==> src/rtl/demux_nbit_x4_dispatch_if.sv <==
// Handshake bundle between a tagged-word producer, the dispatch FIFO and the
// four per-channel consumers behind demux_nbit_x4.
interface demux_nbit_x4_dispatch_if #(
  parameter int BUS_WIDTH = 8,
  parameter int DEPTH     = 4
);
  localparam int CNT_W = $clog2(DEPTH) + 1;

  logic                 in_valid;
  logic                 in_ready;
  logic [BUS_WIDTH-1:0] in_data;
  logic [1:0]           in_dest;
  logic [1:0]           sel;
  logic [BUS_WIDTH-1:0] y;
  logic [3:0]           out_valid;
  logic [3:0]           out_ready;
  logic [CNT_W-1:0]     count;

  modport master (
    output in_valid, in_data, in_dest, out_ready,
    input  in_ready, sel, y, out_valid, count
  );

  modport slave (
    input  in_valid, in_data, in_dest, out_ready,
    output in_ready, sel, y, out_valid, count
  );
endinterface

==> src/rtl/demux_nbit_x4_dispatch.sv <==
// Tagged-word FIFO feeding demux_nbit_x4: presents the head entry as sel/y and
// pops it only when the addressed channel is ready (strict order, HOL blocking).
module demux_nbit_x4_dispatch #(
  parameter int BUS_WIDTH = 8,
  parameter int DEPTH     = 4
) (
  input  logic                      clk,
  input  logic                      reset_n,
  input  logic                      flush,
  demux_nbit_x4_dispatch_if.slave   bus
);
  localparam int PTR_W = $clog2(DEPTH);
  localparam int CNT_W = PTR_W + 1;
  localparam int ENT_W = BUS_WIDTH + 2;

  logic [ENT_W-1:0]     mem [DEPTH];
  logic [PTR_W-1:0]     wr_ptr;
  logic [PTR_W-1:0]     rd_ptr;
  logic [CNT_W-1:0]     cnt;

  logic                 not_empty;
  logic                 push;
  logic                 pop;
  logic [ENT_W-1:0]     head;
  logic [1:0]           head_dest;
  logic [BUS_WIDTH-1:0] head_data;

  assign not_empty = (cnt != '0);
  assign head      = mem[rd_ptr];
  assign head_dest = head[ENT_W-1 -: 2];
  assign head_data = head[BUS_WIDTH-1:0];

  // in_ready depends on registered occupancy only, so a full FIFO stays
  // closed during the cycle its head is popped.
  assign bus.in_ready = (cnt != CNT_W'(DEPTH));
  assign bus.count    = cnt;

  assign push = bus.in_valid && bus.in_ready;
  assign pop  = not_empty && bus.out_ready[head_dest];

  always_comb begin
    bus.sel       = 2'd0;
    bus.y         = '0;
    bus.out_valid = 4'b0000;
    if (not_empty) begin
      bus.sel       = head_dest;
      bus.y         = head_data;
      bus.out_valid = 4'b0001 << head_dest;
    end
  end

  always_ff @(posedge clk) begin
    if (!reset_n) begin
      wr_ptr <= '0;
      rd_ptr <= '0;
      cnt    <= '0;
    end else if (flush) begin
      wr_ptr <= '0;
      rd_ptr <= '0;
      cnt    <= '0;
    end else begin
      if (push) wr_ptr <= wr_ptr + PTR_W'(1);
      if (pop)  rd_ptr <= rd_ptr + PTR_W'(1);
      case ({push, pop})
        2'b10:   cnt <= cnt + CNT_W'(1);
        2'b01:   cnt <= cnt - CNT_W'(1);
        default: cnt <= cnt;
      endcase
    end
  end

  // Storage is not reset; an entry is only observable once cnt covers it.
  always_ff @(posedge clk) begin
    if (reset_n && !flush && push) begin
      mem[wr_ptr] <= {bus.in_dest, bus.in_data};
    end
  end
endmodule

==> src/flat_wrapper.sv <==
// flat-port wrapper written by rule: the top's interface ports become plain ports
module demux_nbit_x4_dispatch_flat 
#(
  parameter int BUS_WIDTH = 8,
  parameter int DEPTH     = 4
)
  (clk, reset_n, flush, bus_in_valid, bus_in_data, bus_in_dest, bus_out_ready, bus_in_ready, bus_sel, bus_y, bus_out_valid, bus_count);
  demux_nbit_x4_dispatch_if #(.BUS_WIDTH(BUS_WIDTH), .DEPTH(DEPTH)) bus_i ();
  input  logic clk;
  input  logic reset_n;
  input  logic flush;
  input wire logic [$bits(bus_i.in_valid)-1:0] bus_in_valid;
  input wire logic [$bits(bus_i.in_data)-1:0] bus_in_data;
  input wire logic [$bits(bus_i.in_dest)-1:0] bus_in_dest;
  input wire logic [$bits(bus_i.out_ready)-1:0] bus_out_ready;
  output wire logic [$bits(bus_i.in_ready)-1:0] bus_in_ready;
  output wire logic [$bits(bus_i.sel)-1:0] bus_sel;
  output wire logic [$bits(bus_i.y)-1:0] bus_y;
  output wire logic [$bits(bus_i.out_valid)-1:0] bus_out_valid;
  output wire logic [$bits(bus_i.count)-1:0] bus_count;
  assign bus_i.in_valid = bus_in_valid;
  assign bus_i.in_data = bus_in_data;
  assign bus_i.in_dest = bus_in_dest;
  assign bus_i.out_ready = bus_out_ready;
  assign bus_in_ready = bus_i.in_ready;
  assign bus_sel = bus_i.sel;
  assign bus_y = bus_i.y;
  assign bus_out_valid = bus_i.out_valid;
  assign bus_count = bus_i.count;
  demux_nbit_x4_dispatch #(.BUS_WIDTH(BUS_WIDTH), .DEPTH(DEPTH)) u_core (.clk(clk), .reset_n(reset_n), .flush(flush), .bus(bus_i));
endmodule
==> config.mk <==
export PLATFORM = sky130hd
export DESIGN_NAME = demux_nbit_x4_dispatch_flat
export DESIGN_NICKNAME = d
export VERILOG_FILES = /design/src/rtl/demux_nbit_x4_dispatch_if.sv /design/src/rtl/demux_nbit_x4_dispatch.sv /design/src/flat_wrapper.sv
export SDC_FILE = /design/constraint.sdc
export NUM_CORES = 1
export LEC_CHECK = 0
export ABC_AREA = 1
export CORE_MARGIN = 2
export CORE_UTILIZATION = 35
export DETAILED_ROUTE_END_ITERATION = 7
export PLACE_DENSITY = 0.58
export SETUP_SLACK_MARGIN = 0.3
export SLEW_MARGIN = 10
export SYNTH_ARGS = -nofsm -noshare
export SYNTH_HDL_FRONTEND = slang
export SYNTH_SLANG_ARGS = --single-unit
==> constraint.sdc <==
create_clock -name clk -period 5.45 [get_ports clk]
set_input_delay 1.635 -clock clk [delete_from_list [all_inputs] [get_ports clk]]
set_output_delay 1.635 -clock clk [all_outputs]
set_load 0.01 [all_outputs]
==> results of run 1 <==
[final timing paths]
kind / from / end / slack [ps]
max: flip-flop / bus_out_valid[1] / 1240
min: u_core.rd_ptr[0]$_SDFFE_PP0P_ / u_core.rd_ptr[0]$_SDFFE_PP0P_ / 480
max reg2reg: flip-flop / u_core.bus.count[2]$_SDFFE_PP0P_ / 2410
min reg2reg: u_core.rd_ptr[0]$_SDFFE_PP0P_ / u_core.rd_ptr[0]$_SDFFE_PP0P_ / 480
[sequential cells by signal (all words and copies together), names as in the netlist, named ones only]
name,cells
u_core.bus.count,3
u_core.rd_ptr,2
u_core.wr_ptr,2
u_core.mem,40
[cell families after synthesis]
group,after synthesis,share of synthesized area
buffers and inverters,28,0.0538
AO/OA/AOI/OAI,41,0.0959
adder cells (fa/ha/maj),6,0.0386
AND/OR/NAND/NOR,83,0.167
flip-flops,49,0.645
[critical path: stages, from the launching register on]
cell and delay [ps]:
sky130_fd_sc_hd__dfxtp_1 850, sky130_fd_sc_hd__inv_2 310, sky130_fd_sc_hd__or2_0 280, sky130_fd_sc_hd__nand2_1 50
sky130_fd_sc_hd__nand2_1 90, sky130_fd_sc_hd__nor3_1 140, sky130_fd_sc_hd__clkdlybuf4s50_1 560
[power by group through the flow]
stage                     Combinational [uW]  Sequential, uW  Clock, uW
after detailed placement                81.0             423          0
final                                   80.1             415        195
after global placement                  81.1             423          0
after CTS                               81.5             415        201
after floorplan                         39.7             422          0
after global routing                    89.9             415        212
[layout by cell type (no fill, tap or decap), types with 2 or more instances in the layout]
cell type and instances:
sky130_fd_sc_hd__nor3_1 2, sky130_fd_sc_hd__a21oi_1 18, sky130_fd_sc_hd__o21ai_0 23, sky130_fd_sc_hd__clkbuf_8 5
sky130_fd_sc_hd__clkdlybuf4s50_1 35, sky130_fd_sc_hd__nand2_2 2, sky130_fd_sc_hd__inv_1 20, sky130_fd_sc_hd__nand2_1 19
sky130_fd_sc_hd__edfxtp_1 40, sky130_fd_sc_hd__nor2_1 49, sky130_fd_sc_hd__nand3_1 5, sky130_fd_sc_hd__ha_1 5
sky130_fd_sc_hd__dfxtp_1 9, sky130_fd_sc_hd__nand3_2 4
[per-layer routing]
metal,part of all wire,global-route usage,up-vias
li1,-,-,763
met4,0.013,0.0617,0
met1,0.46,0.150,666
met5,0,0,-
met3,0.031,0.0239,5
met2,0.49,0.208,24
[layout make-up]
cell class	instances	share of cell area
Clock buffer	5	0.0261
Clock inverter	2	0.00427
Inverter	21	0.0299
Multi-Input combinational cell	130	0.244
Sequential cell	49	0.524
Tap cell	75	0.0356
Timing Repair Buffer	36	0.136
[per-stage QoR]
step	setup WS, ps	cells	area, um^2	total power (uW)
2_1_floorplan	2390	207	2140	461
3_3_place_gp	1580	311	2560	504
6_report	1240	318	2640	690
4_1_cts	1210	318	2640	697
5_1_grt	943	318	2640	718
3_5_place_dp	1530	311	2560	504
==> impl_metrics.csv, run 1 <==
group,metric,value,unit
status,run_status,"finished clean",
die,core_area,5920,um^2
layout,antenna_cells_inserted,0,
synthesis,yosysWarningCount,0,
clock_network,cts_buffer_depth,2,
layout,multiInputGateArea,644,um^2
power_and_ir_drop,switching_power,155,uW
critical_path,worst_setup_path_start_kind,"flip-flop",
timing,endpoints_failing_hold,0,
power_and_ir_drop,power.density,262,nW/um^2
critical_path,worst_ep_arrival_time,2570,ps
clock_network,ctsRootBufferMaster,"sky130_fd_sc_hd__clkbuf_8",
timing,maxClockFrequency,0.238,GHz
clock_network,clkSinkCount,49,
routing,antenna_left,0,
critical_path,path_max_fanout,24,
power_and_ir_drop,power.share.switching,0.224,
die,floorplan.rows,28,
routing,routed_wirelength,3900,um
timing,tightest_slew,1010,ps
layout,finalNetCount,267,
synthesis,yosys-top-cells-area,"sky130_fd_sc_hd__edfxtp_1 56%, sky130_fd_sc_hd__nor2_1 8.6%, sky130_fd_sc_hd__dfxtp_1 8.4%, sky130_fd_sc_hd__o21ai_0 5.4%, sky130_fd_sc_hd__a21oi_1 4.2%",
layout,finalCoreUtilization,0.445,
flow_run,maxCapViolCount,0,
timing,min_period,4210,ps
clock_network,cts_hold_buffers,0,
power_and_ir_drop,pwr-share-seq,0.601,
placed_design,dp.final_hpwl,2690,um
routing,via_per_inst,4.58,
critical_path,timing.critical_path.required,3820,ps
timing,maxSlewHeadroom,0.324,
timing,worst_clock_skew,9.92,ps
critical_path,crit_type,"reg -> out",
synthesis,synth_seq_area_share,0.645,
routing,initial_drt_markers,66,
routing,wl_per_cell,12.3,um
timing,setup_total_negative_slack,0,ps
routing,drtPass1Iterations,4,
min_path,timing.hold.worst.class,"reg -> reg",
die,fp.dieH,82.2,um
synthesis,mappedNetlistArea,2140,um^2
timing,unrepaired_setup_endpoints_after_global_routing,"false",
synthesis,syn-num-nets,231,
layout,area_growth_syn_to_layout,23.1,%
power_and_ir_drop,p_leak,0.000929,uW
synthesis,synth_edf_count,40,
placed_design,routabilityCongestion,0.728,
global_route,globalRouteTotalUtil,0.123,
layout,fillerInstances,560,
die,ios,36,
die,initial_core_util,0.362,
timing,finalMaxSlewViolations,0,
global_route,grt_first_pass_wirelength,6170,um
global_route,antenna_found_initial,0,
synthesis,avgSynthCellArea,10.3,um^2
clock_network,tritoncts,"done",
die,floorplan.die_area,6760,um^2
clock_network,cts_setup_buffers,0,
synthesis,most_frequent_cell_after_synthesis,"sky130_fd_sc_hd__nor2_1",
synthesis,postSynthCellCount,207,
clock_network,htree_levels,2,
critical_path,setup.worst_path.end_class,"output port",
clock_network,cts_inserted_buffers,5,
clock_network,cts_repair_resize_count,0,
timing,timing.final.crit_share,0.772,
synthesis,async_reset_ff_frac,0,
layout,final-seq-area,1380,um^2
clock_network,clkSlewWorstSetupHoldPaths,70,ps
layout,final_layout_size_suffix_gt1_frac,0.0576,
global_route,grt_max_degree,25,
timing,setup-violations-final,0,
die,die_w,82.2,um
synthesis,synth_seq_cells,49,
synthesis,synthDistinctLibCells,20,
timing,hold_slack,485,ps
power_and_ir_drop,internal_power,535,uW
power_and_ir_drop,peakVddDrop,0.137,mV
synthesis,ys_top_cells_by_count,"49 x sky130_fd_sc_hd__nor2_1, 40 x sky130_fd_sc_hd__edfxtp_1, 23 x sky130_fd_sc_hd__o21ai_0",
placed_design,numPortBuffers,35,
synthesis,yosysTopAreaCell,"sky130_fd_sc_hd__edfxtp_1",
global_route,grt_pass1_vias,1344,
synthesis,synth_flop_cell,"sky130_fd_sc_hd__edfxtp_1",
power_and_ir_drop,clock_power_share,0.283,
min_path,worst_hold_path.num_cells,2,
routing,drcViolationCount,0,
power_and_ir_drop,share_of_total_power_in_combinational_logic,0.116,
routing,vias,1458,
clock_network,clkLatencyLatePin,300,ps
global_route,grt_remaining_overflow,0,
synthesis,yosysTopAreaCellShare,0.561,
critical_path,timing.reg2reg.worst_path_depth,13,
No activity file was read; power rests on OpenSTA's default activity.
==> run 2, diff against run 1 <==
==> constraint.sdc (replaced) <==
create_clock -name clk -period 3.9 [get_ports clk]
set_input_delay 1.17 -clock clk [delete_from_list [all_inputs] [get_ports clk]]
set_output_delay 1.17 -clock clk [all_outputs]
set_load 0.01 [all_outputs]
==> run 2 against run 1 <==
Critical path type unchanged; clock-buffer cell count unchanged; sequential share of layout area decreased by 0.95 points; sequential power increased by 39%; design area increased by 1.9%; global-route usage increased by 0.93 points.
==> impl_metrics.csv, run 2 (synthesis gave the netlist of run 1 again) <==
group,metric,value,unit
power_and_ir_drop,share_of_total_power_in_combinational_logic,0.117,
critical_path,timing.critical_path.slowest_cell_delay,640,ps
timing,tightest_slew,505,ps
min_path,hp-start,"u_core.rd_ptr[0]$_SDFFE_PP0P_",
timing,worst_clock_skew,7.03,ps
global_route,grt_max_degree,17,
critical_path,timing.reg2reg.setup_slack,1340,ps
die,floorplan.die_area,6760,um^2
routing,wl_per_cell,12.6,um
die,ios,36,
timing,setup-violations-final,0,
clock_network,cts_hold_buffers,0,
timing,setup_total_negative_slack,0,ps
power_and_ir_drop,power.density,365,nW/um^2
min_path,hold_path_end,"u_core.rd_ptr[0]$_SDFFE_PP0P_",
die,core_area,5920,um^2
timing,hold_slack,492,ps
routing,vias,1469,
clock_network,ctsRootBufferMaster,"sky130_fd_sc_hd__clkbuf_8",
layout,finalNetCount,273,
placed_design,numPortBuffers,35,
power_and_ir_drop,power.share.switching,0.232,
routing,routed_wirelength,4070,um
flow_run,maxCapViolCount,0,
routing,drcViolationCount,0,
timing,endpoints_failing_hold,0,
critical_path,setup.worst_path.end_class,"output port",
clock_network,clkSlewWorstSetupHoldPaths,90,ps
routing,drtPass1Iterations,4,
layout,antenna_cells_inserted,0,
clock_network,clkLatencyLatePin,300,ps
power_and_ir_drop,clock_power_share,0.293,
clock_network,cts_setup_buffers,0,
critical_path,buffers_plus_inverters_on_the_worst_setup_path,2,
power_and_ir_drop,internal_power,753,uW
power_and_ir_drop,peakVddDrop,0.161,mV
critical_path,path_max_fanout,15,
timing,min_period,3340,ps
global_route,antenna_found_initial,0,
layout,final_layout_size_suffix_gt1_frac,0.0884,
critical_path,timing.critical_path.required,2730,ps
layout,layout.cells.most_common_list,"49 x sky130_fd_sc_hd__nor2_1, 40 x sky130_fd_sc_hd__edfxtp_1, 35 x sky130_fd_sc_hd__clkdlybuf4s50_1",
clock_network,tritoncts,"done",
layout,layout.cells.most_common,"sky130_fd_sc_hd__nor2_1",
global_route,grt_first_pass_wirelength,6620,um
routing,via_per_inst,4.53,
routing,antenna_left,0,
critical_path,crit_type,"reg -> out",
layout,top_register,"u_core.mem",
die,floorplan.rows,28,
status,run_status,"finished clean",
die,initial_core_util,0.362,
die,die_w,82.2,um
clock_network,cts_buffer_depth,2,
clock_network,htree_levels,2,
clock_network,clkSinkCount,49,
timing,maxClockFrequency,0.299,GHz
routing,initial_drt_markers,66,
global_route,grt_pass1_vias,1395,
global_route,globalRouteTotalUtil,0.133,
power_and_ir_drop,p_leak,0.000963,uW
critical_path,worst_ep_arrival_time,2170,ps
layout,area_growth_syn_to_layout,25.5,%
clock_network,cts_inserted_buffers,5,
timing,maxSlewHeadroom,0.663,
placed_design,dp.final_hpwl,2840,um
global_route,grt_remaining_overflow,0,
critical_path,crit_chain,"buf_4, nor2_1, nor2_1, o21ai_0, a21oi_1, clkdlybuf4s50_1",
critical_path,timing.reg2reg.worst_path_depth,13,
critical_path,crit_path_frequent_cell,"sky130_fd_sc_hd__nor2_1",
critical_path,path_delay_family,"buffers and inverters",
critical_path,critical-path-slowest-cell,"sky130_fd_sc_hd__dfxtp_1",
die,fp.dieH,82.2,um
power_and_ir_drop,switching_power,227,uW
power_and_ir_drop,pwr-share-seq,0.590,
layout,largest_register_ffs,40,
timing,finalMaxSlewViolations,0,
min_path,worst_hold_path.num_cells,2,
min_path,timing.hold.worst.class,"reg -> reg",
critical_path,worst_setup_path_start_kind,"flip-flop",
timing,timing.final.crit_share,0.857,
placed_design,routabilityCongestion,0.744,
timing,unrepaired_setup_endpoints_after_global_routing,"false",
critical_path,timing.rr.end,"u_core.bus.count[2]$_SDFFE_PP0P_",
[run 2: final cells by class]
class,instances,area (um^2)
multi-input combinational,130,644
timing repair buffer,42,403
sequential,49,1380
clock inverter,2,16.3
tap,75,93.8
clock buffer,5,68.8
fill,583,3230
inverter,21,78.8
[run 2: power by group through the flow]
stage | logic, uW | registers (uW) | clock network [uW]
after floorplan | 55.4 | 589 | 0
after global placement | 116 | 590 | 0
after detailed placement | 117 | 590 | 0
after CTS | 117 | 578 | 296
after global routing | 130 | 579 | 312
final | 115 | 578 | 287
[run 2: per-stage QoR]
step	power, uW	cells	area [um^2]	util	setup slack (ps)
floorplan	645	207	2140	-	1300
global placement	707	317	2600	0.439	729
detailed placement	707	317	2600	0.439	690
CTS	991	324	2690	0.454	374
global route	1020	324	2690	0.454	407
finish	980	324	2690	0.454	559
[run 2: worst max path at each step]
stage	start	endpoint	slack, ps	depth (start not counted)
after detailed placement	bus_out_ready[3]	u_core.bus.count[2]$_SDFFE_PP0P_	690	12
final	flip-flop	bus_y[3]	560	6
after global routing	flip-flop	bus_y[4]	410	6
after floorplan	bus_out_ready[3]	u_core.bus.count[2]$_SDFFE_PP0P_	1300	11
after global placement	bus_out_ready[3]	u_core.bus.count[2]$_SDFFE_PP0P_	730	12
after CTS	flip-flop	bus_out_valid[2]	370	7
[run 2: per-layer routing]
metal	part of all wire	track usage
met5	0	0
met4	0.017	0.0550
met3	0.024	0.0185
met2	0.48	0.221
met1	0.47	0.173
[run 2: repair_timing]
action,CTS,global route
resized for setup,0,1
hold endpoints to repair,0,0
endpoints found under the setup margin,0,3
[run 2: worst min-delay path, stage by stage (launching register included)]
cell and delay, ps:
sky130_fd_sc_hd__dfxtp_1 330, sky130_fd_sc_hd__a21oi_1 50, sky130_fd_sc_hd__nor2_1 70
